$ cat src/rtl/i2c_bus_dispatch.sv
// Bus-register command queue feeding NUM_CH I2C master channels.
// Define I2C_DISPATCH_TIMEOUT_EN to abort entries stalled for 65535 cycles.
module i2c_bus_dispatch #(
    parameter int         NUM_CH     = 2,
    parameter int         FIFO_DEPTH = 8,
    parameter logic [5:0] BUS_ADDR   = 6'h3d,
    parameter logic [7:0] CMD_BASE   = 8'h06
) (
    input  logic              clk,
    input  logic              rst,
    input  logic [5:0]        addr,
    input  logic [31:0]       data,
    input  logic              write,
    output logic              invalidate,
    output logic              busy,
    output logic              overflow,
    output logic              timeout,
    output logic [6:0]        cmd_address,
    output logic              cmd_start,
    output logic              cmd_read,
    output logic              cmd_write,
    output logic              cmd_write_multiple,
    output logic              cmd_stop,
    output logic [NUM_CH-1:0] cmd_valid,
    input  logic [NUM_CH-1:0] cmd_ready,
    output logic [7:0]        data_out,
    output logic              data_out_last,
    output logic [NUM_CH-1:0] data_out_valid,
    input  logic [NUM_CH-1:0] data_out_ready
);

    localparam int CHW  = (NUM_CH > 1) ? $clog2(NUM_CH) : 1;
    localparam int PTRW = $clog2(FIFO_DEPTH);
    localparam int CNTW = PTRW + 1;
    localparam int EW   = CHW + 23;

    localparam logic [8:0] CODE_LO = {1'b0, CMD_BASE};
    localparam logic [8:0] CODE_HI = CODE_LO + 9'(NUM_CH);

    typedef enum logic [1:0] {
        IDLE,
        CMD,
        DATA0,
        DATA1
    } state_t;

    state_t state_q, state_d;

    logic [EW-1:0]   mem_q [FIFO_DEPTH];
    logic [EW-1:0]   mem_d [FIFO_DEPTH];
    logic [PTRW-1:0] wr_ptr_q, wr_ptr_d;
    logic [PTRW-1:0] rd_ptr_q, rd_ptr_d;
    logic [CNTW-1:0] count_q, count_d;
    logic [EW-1:0]   hold_q, hold_d;
    logic            overflow_q, overflow_d;

    logic [8:0]      code9;
    logic [7:0]      code_off;
    logic            hit;
    logic            full;
    logic            empty;
    logic            push;
    logic            pop;
    logic [EW-1:0]   entry;

    logic [CHW-1:0]    hold_ch;
    logic [NUM_CH-1:0] ch_onehot;
    logic              cmd_hs;
    logic              dat_hs;
    logic              abort;
    logic              unused_ok;

    assign code9    = {1'b0, data[31:24]};
    assign code_off = data[31:24] - CMD_BASE;
    assign hit      = write && (addr == BUS_ADDR)
                      && (code9 >= CODE_LO)
                      && (code9 < CODE_HI);
    assign entry    = {code_off[CHW-1:0], data[22:0]};

    assign unused_ok = ^{data[23], code_off};

    assign full  = (count_q == CNTW'(FIFO_DEPTH));
    assign empty = (count_q == '0);
    assign push  = hit && !full;
    assign pop   = (state_q == IDLE) && !empty;

    assign hold_ch   = hold_q[EW-1 -: CHW];
    assign ch_onehot = NUM_CH'(1) << hold_ch;

    assign cmd_hs = (state_q == CMD)
                    && |(cmd_ready & ch_onehot);
    assign dat_hs = ((state_q == DATA0) || (state_q == DATA1))
                    && |(data_out_ready & ch_onehot);

    assign invalidate = (addr == BUS_ADDR) && full;
    assign busy       = !empty || (state_q != IDLE);
    assign overflow   = overflow_q;

    always_comb begin
        mem_d      = mem_q;
        wr_ptr_d   = wr_ptr_q;
        rd_ptr_d   = rd_ptr_q;
        count_d    = count_q;
        hold_d     = hold_q;
        overflow_d = overflow_q;
        if (push) begin
            mem_d[wr_ptr_q] = entry;
            wr_ptr_d        = wr_ptr_q + 1'b1;
        end
        if (pop) begin
            hold_d   = mem_q[rd_ptr_q];
            rd_ptr_d = rd_ptr_q + 1'b1;
        end
        unique case ({push, pop})
            2'b10:   count_d = count_q + 1'b1;
            2'b01:   count_d = count_q - 1'b1;
            default: count_d = count_q;
        endcase
        // Fullness is judged before the same-cycle pop.
        if (hit && full) begin
            overflow_d = 1'b1;
        end
    end

    always_ff @(posedge clk) begin
        if (!rst) begin
            mem_q      <= '{default: '0};
            wr_ptr_q   <= '0;
            rd_ptr_q   <= '0;
            count_q    <= '0;
            hold_q     <= '0;
            overflow_q <= 1'b0;
        end else begin
            mem_q      <= mem_d;
            wr_ptr_q   <= wr_ptr_d;
            rd_ptr_q   <= rd_ptr_d;
            count_q    <= count_d;
            hold_q     <= hold_d;
            overflow_q <= overflow_d;
        end
    end

`ifdef I2C_DISPATCH_TIMEOUT_EN
    logic [15:0] timer_q, timer_d;
    logic        timeout_q, timeout_d;

    always_comb begin
        timer_d   = '0;
        timeout_d = timeout_q;
        abort     = 1'b0;
        if ((state_q != IDLE) && !(cmd_hs || dat_hs)) begin
            if (timer_q == 16'hfffe) begin
                abort     = 1'b1;
                timeout_d = 1'b1;
            end else begin
                timer_d = timer_q + 16'd1;
            end
        end
    end

    always_ff @(posedge clk) begin
        if (!rst) begin
            timer_q   <= '0;
            timeout_q <= 1'b0;
        end else begin
            timer_q   <= timer_d;
            timeout_q <= timeout_d;
        end
    end

    assign timeout = timeout_q;
`else
    assign abort   = 1'b0;
    assign timeout = 1'b0;
`endif

    always_ff @(posedge clk) begin
        if (!rst) begin
            state_q <= IDLE;
        end else begin
            state_q <= state_d;
        end
    end

    always_comb begin
        state_d = state_q;
        unique case (state_q)
            IDLE:  if (!empty) state_d = CMD;
            CMD:   if (cmd_hs) state_d = DATA0;
            DATA0: if (dat_hs) state_d = DATA1;
            DATA1: if (dat_hs) state_d = IDLE;
            default: state_d = IDLE;
        endcase
        if (abort) begin
            state_d = IDLE;
        end
    end

    always_comb begin
        cmd_address        = '0;
        cmd_start          = 1'b0;
        cmd_read           = 1'b0;
        cmd_write          = 1'b0;
        cmd_write_multiple = 1'b0;
        cmd_stop           = 1'b0;
        cmd_valid          = '0;
        data_out           = '0;
        data_out_last      = 1'b0;
        data_out_valid     = '0;
        unique case (state_q)
            CMD: begin
                cmd_valid          = ch_onehot;
                cmd_address        = hold_q[22:16];
                cmd_start          = 1'b1;
                cmd_write_multiple = 1'b1;
                cmd_stop           = 1'b1;
            end
            DATA0: begin
                data_out_valid = ch_onehot;
                data_out       = hold_q[15:8];
            end
            DATA1: begin
                data_out_valid = ch_onehot;
                data_out       = hold_q[7:0];
                data_out_last  = 1'b1;
            end
            default: begin
            end
        endcase
    end

endmodule

$ cat config.mk
export PLATFORM = sky130hd
export DESIGN_NAME = i2c_bus_dispatch
export DESIGN_NICKNAME = d
export VERILOG_FILES = /design/src/rtl/i2c_bus_dispatch.sv
export SDC_FILE = /design/constraint.sdc
export NUM_CORES = 1
export LEC_CHECK = 0
export ABC_AREA = 1
export ABC_CLOCK_PERIOD_IN_PS = 4100
export BUFFER_PORTS_ARGS = -buffer_cell sky130_fd_sc_hd__buf_2
export CAP_MARGIN = 15
export CORE_MARGIN = 1
export CORE_UTILIZATION = 45
export CTS_CLUSTER_DIAMETER = 50
export DETAILED_ROUTE_END_ITERATION = 8
export PLACE_DENSITY = 0.64
export RECOVER_POWER = 50
export SYNTH_ARGS = -nofsm -noshare
export SYNTH_HDL_FRONTEND = slang
export SYNTH_SLANG_ARGS = --single-unit
$ cat constraint.sdc
create_clock -name clk -period 4.1 [get_ports clk]
set_input_delay 0.205 -clock clk [delete_from_list [all_inputs] [get_ports clk]]
set_output_delay 0.205 -clock clk [all_outputs]
set_load 0.02 [all_outputs]
==> flow_summary.json, run 1 <==
{
  "status": "complete, but fails checks",
  "violations": "capacitance limit, slew limit",
  "cts_buffers": 29,
  "cap_violations": 1,
  "synth_edf_count": 0,
  "syn_inst": 1795,
  "detail-route-antenna-nets": 0,
  "fin_nets": 1834,
  "clk_latency_ps": 540,
  "final_max_slew_viol_count": 103,
  "met3_usage": 0.0275,
  "antenna_found_initial": 0,
  "grt_overflow": 0,
  "critPathSlowestCell": "clkbuf_1",
  "cp_data_required_time_ps": 4520,
  "cts_resized": 0,
  "critPathMaxFanout": 26,
  "coreArea_mm2": 0.0250,
  "grt_pass1_vias": 9125,
  "postLayoutCoreUtil": 0.500,
  "synth_common_cells": "468 x nand2_1, 405 x nor2_1, 229 x dfxtp_1, 225 x inv_1, 127 x o21ai_0",
  "io_pins": 74,
  "vias_per_cell": 4.76,
  "p_per_area_mw_per_mm2": 512,
  "drive_gt1_frac": 0.0633,
  "grt_max_degree": 138,
  "cts_htree_levels": 1,
  "fin_tns_setup_ps": 0,
  "grt_pass1_wl_um": 45400,
  "cts.sinks": 229,
  "arrival_ps": 3440,
  "peakVddDrop_v": 0.000311,
  "setup_violations": 0,
  "fin_crit_sh": 0.738,
  "yosys.area.top_type": "dfxtp_1",
  "synthDistinctLibCells": 31,
  "wire_per_inst_um": 13.0,
  "ys_ff_latch": 229,
  "synth_ff_type": "dfxtp_1",
  "grt_setup_unrepaired": "no",
  "finalWeightedCongestion": 0.773,
  "use_met2": 0.372,
  "rows": 58,
  "wirelength_um": 27600,
  "clock.fmax_ghz": 0.331,
  "cts_tree": "yes",
  "crit_chain": "nor2_1 > nand3_1 > nand4_1 > clkbuf_1 > nand2_1 > nand2_1 > nor2_1",
  "dieArea_mm2": 0.0261,
  "clock_skew_ps": 14.3,
  "die_w_um": 162,
  "grt_use_total": 0.213,
  "path_class": "register to register",
  "start_util": 0.457,
  "hold_class": "input port to register",
  "hold_viol": 0,
  "synth_top_area_share": 0.400,
  "first_pass_iters": 5,
  "clk_path_buf_depth": 3,
  "synth_seq_area_share": 0.400,
  "fin_crit_ps": 3020,
  "die_h_um": 162,
  "cts_root_buffer": "clkbuf_16",
  "netlist_area_mm2": 0.0115,
  "end_kind": "register",
  "areaGrowthSynthToFinish_pct": 9.20,
  "detailed_place_hpwl_um": 16200,
  "yosysMostFrequentCell": "nand2_1",
  "use_met1": 0.269,
  "max_stage_delay_ps": 1050,
  "busiest_layer": "met2",
  "insertedDiodeCount": 0,
  "slew_headroom": -0.196,
  "vias": 10100,
  "drcViolationCount": 0,
  "tightestPinTransition_ps": 1790,
  "drt_iter0_markers": 778,
  "yosys_warnings": 0,
  "synthArstFlopShare": 0,
  "fill_cells": 2575,
  "p_leak_nw": 6.46,
  "port_buffers": 69,
  "avgSynthCellArea_um2": 6.38,
  "synth_area_leaders": "dfxtp_1 40%, nand2_1 15%, nor2_1 13%",
  "startpoint_type": "register",
  "cts.clk_slew.worst_paths_ps": 60
}
==> registers in the layout, indices dropped and copies added, names as in the netlist <==
signal,count
mem_q,192
hold_q,24
count_q,4
rd_ptr_q,3
wr_ptr_q,3
state_q,2
overflow,1
==> cells in the final DEF (no fill, tap or decap), drive strengths merged <==
cell,instances
dfxtp,229
xnor2,1
clkbuf,70
xor2,1
conb,3
nor3,2
nand2,469
nand3,31
nor2,408
dlygate4sd3,3
clkinv,8
bufinv,4
o21a,1
o211ai,25
a21oi,103
inv,227
o21ai,128
nand3b,2
nand4,10
buf,59
ha,9
clkinvlp,1
a22o,8
==> worst paths after layout <==
path	startpoint	to	slack [ps]	depth (start not counted)
worst min-delay path	data[18]	mem_q[42]	20	3
worst max register to register	count_q[0]	mem_q[150]	1080	7
worst min register to register	overflow	overflow	480	1
worst max-delay path	count_q[0]	mem_q[150]	1080	7
==> critical path, delay by kind of cell, from the launching register on <==
family / cells / cell delay, ps
AND/OR/NAND/NOR: 6 / 1490
buffers and inverters: 1 / 1050
flip-flops: 1 / 340
==> layer usage <==
metal  part of all wire  vias to the layer above
met5                  0                        -
met4              0.028                        0
met3              0.034                       52
met2               0.47                      153
met1               0.47                     4546
li1                   -                     5390
==> logic make-up (layout without fill, tap and decap cells) <==
kind of cell / count (synthesis) / in the layout / synth area share
AND/OR/NAND/NOR: 922 / 922 / 0.317
buffers and inverters: 367 / 372 / 0.147
AO/OA/AOI/OAI: 265 / 265 / 0.124
flip-flops: 229 / 229 / 0.400
adder cells (fa/ha/maj): 9 / 9 / 0.00983
XOR/XNOR: 2 / 2 / 0.00153
other: 1 / 3 / 0.000327
==> metrics by stage <==
stage	hold WS [ps]	std cells	power (mW)	worst slack, ps	instance area (um^2)
after floorplan	476	1797	3.53	1900	11500
after CTS	0.584	2131	6.48	1310	12600
final	15.7	2132	6.40	1080	12500
after global routing	15.9	2132	6.76	714	12500
after detailed placement	453	2075	3.86	1340	11600
after global placement	445	2073	3.84	1360	11500
==> power by group <==
part           internal (mW)  total, mW  switching, mW
Sequential              2.33       2.54          0.218
Clock                   1.63       2.61          0.978
Combinational          0.424       1.25          0.827
==> cell type report <==
class	instances	area, um^2	area share
tap	330	413	0.0330
inverter	227	852	0.0681
timing repair buffer	92	509	0.0407
multi-input combinational	1201	5150	0.412
clock inverter	13	179	0.0143
clock buffer	40	808	0.0646
sequential	229	4590	0.367
==> repair_timing <==
action | 4_1_cts | 5_1_grt
hold buffers | 3 | 0
endpoints found under the hold margin | 3 | 0
buffers inserted | 0 | 0
setup endpoints to repair | 0 | 0
Note: power is estimated with default switching activity, not from simulation.
==> run 2: changes to the inputs <==
--- a/config.mk
+++ b/config.mk
@@ -6,7 +6,7 @@
 export NUM_CORES = 1
 export LEC_CHECK = 0
 export ABC_AREA = 1
-export ABC_CLOCK_PERIOD_IN_PS = 4100
+export ABC_CLOCK_PERIOD_IN_PS = 3150
 export BUFFER_PORTS_ARGS = -buffer_cell sky130_fd_sc_hd__buf_2
 export CAP_MARGIN = 15
 export CORE_MARGIN = 1
==> constraint.sdc (replaced) <==
create_clock -name clk -period 3.15 [get_ports clk]
set_input_delay 0.1575 -clock clk [delete_from_list [all_inputs] [get_ports clk]]
set_output_delay 0.1575 -clock clk [all_outputs]
set_load 0.02 [all_outputs]
==> flow_summary.json, run 2 (same netlist as run 1, synthesis figures left out) <==
{
  "placed_cells": 2084,
  "placed_area_mm2": 0.0117,
  "grt_setup_unrepaired": "no",
  "p_per_area_mw_per_mm2": 645,
  "hold_class": "input port to register",
  "cts_buffers": 29,
  "final_max_slew_viol_count": 0,
  "hold_viol": 0,
  "critPathMaxFanout": 30,
  "post-cts-setup-buffer-count": 0,
  "antenna_found_initial": 0,
  "cp_data_required_time_ps": 3620,
  "detailed_place_hpwl_um": 16500,
  "clk_latency_ps": 550,
  "drcViolationCount": 0,
  "critPathSlowestCell": "nand4_1",
  "p_leak_nw": 6.59,
  "port_buffers": 69,
  "die_w_um": 162,
  "setup_violations": 0,
  "fin_nets": 1863,
  "path_delay_family": "simple AND/OR/NAND/NOR gates",
  "cts.clk_slew.worst_paths_ps": 60,
  "clock.fmax_ghz": 0.372,
  "finalWeightedCongestion": 0.758,
  "postLayoutCoreUtil": 0.511,
  "crit_buf_inv": 1,
  "die_h_um": 162,
  "fin_crit_ps": 2690,
  "regMostFlops": "mem_q",
  "vias_per_cell": 4.73,
  "coreArea_mm2": 0.0250,
  "wirelength_um": 27800,
  "fin_crit_sh": 0.853,
  "arrival_ps": 3160,
  "max_stage_delay_ps": 860,
  "insertedDiodeCount": 0,
  "path_class": "register to register",
  "status": "finished, final reports clean",
  "fin_tns_setup_ps": 0,
  "startpoint_type": "register",
  "grt_max_degree": 128,
  "clock_skew_ps": 8.85,
  "crit_chain": "nor2_1 > nand3_1 > nand4_1 > buf_4 > nand2_1 > nand2_1 > nor2_1",
  "cts.sinks": 229,
  "io_pins": 74,
  "cap_violations": 0,
  "layout_common_cells": "468 x nand2_1, 406 x nor2_1, 227 x dfxtp_1",
  "wire_per_inst_um": 12.9,
  "cts_root_buffer": "clkbuf_16",
  "cts_htree_levels": 1,
  "grt_pass1_vias": 9236,
  "first_pass_iters": 5,
  "layout_commonest_cell": "nand2_1",
  "areaGrowthSynthToFinish_pct": 11.7,
  "vias": 10200,
  "tightestPinTransition_ps": 1300,
  "dieArea_mm2": 0.0261,
  "peakVddDrop_v": 0.000451,
  "cts_resized": 0,
  "cts_tree": "yes",
  "end_kind": "register",
  "largest_reg_flops": 192,
  "clk_path_buf_depth": 3,
  "reg2reg_slack_ps": 460,
  "drt_iter0_markers": 646,
  "start_util": 0.457,
  "grt_use_total": 0.215,
  "final_cells": 2161,
  "detail-route-antenna-nets": 0,
  "drive_gt1_frac": 0.0699,
  "rows": 58,
  "grt_pass1_wl_um": 45900,
  "fin_area_mm2": 0.0128,
  "slew_headroom": 0.134,
  "grt_overflow": 0,
  "largestRegisters": "mem_q: 192 flops, hold_q: 24 flops, count_q: 4 flops",
  "finalPower_mw": 8.25
}
==> run 2: final timing paths <==
path / cells past startpoint / startpoint / to
min: 4 / data_out_ready[0] / state_q[1]
max reg2reg: 7 / count_q[1] / mem_q[70]
min reg2reg: 1 / overflow / overflow
max: 7 / count_q[1] / mem_q[70]
==> run 2: what timing repair did <==
item / CTS / global route
hold buffers: 24 / 0
endpoints found under the hold margin: 192 / 0
setup endpoints to repair: 0 / 0
==> run 2: stage by stage <==
| stage | worst slack (ps) | hold slack (ps) |
|---|---|---|
| 2_1_floorplan | 952 | 428 |
| 3_3_place_gp | 693 | 444 |
| 3_5_place_dp | 590 | 448 |
| 4_1_cts | 569 | 31.6 |
| 5_1_grt | 224 | 71.5 |
| 6_report | 464 | 39.7 |
==> run 2: metal layers <==
metal | up-vias | wire (um) | GRT usage
met3 | 38 | 931 | 0.0270
met4 | 0 | 520 | 0.0489
li1 | 5448 | - | -
met5 | - | 0 | 0
met1 | 4605 | 13100 | 0.274
met2 | 138 | 13300 | 0.385
==> run 2: area by class of cell <==
class | instances | area, um^2
clock buffer | 42 | 825
clock inverter | 11 | 119
inverter | 227 | 852
multi-input combinational | 1201 | 5170
timing repair buffer | 121 | 822
fill | 2577 | 12200
sequential | 229 | 4590
tap | 330 | 413
==> run 2: power breakdown <==
| part | total (mW) | leakage [nW] | internal, mW | switching [mW] |
|---|---|---|---|---|
| combinational | 1.77 | 4.27 | 0.612 | 1.16 |
| clock | 3.24 | 0.463 | 1.97 | 1.27 |
| sequential | 3.24 | 1.85 | 3.03 | 0.207 |
| total | 8.25 | 6.59 | 5.62 | 2.63 |
==> run 2: worst register-to-register path: cells and delay by family, from the launching register on <==
family / cells / cell delay [ps]
flip-flops: 1 / 410
buffers and inverters: 1 / 580
AND/OR/NAND/NOR: 6 / 1630
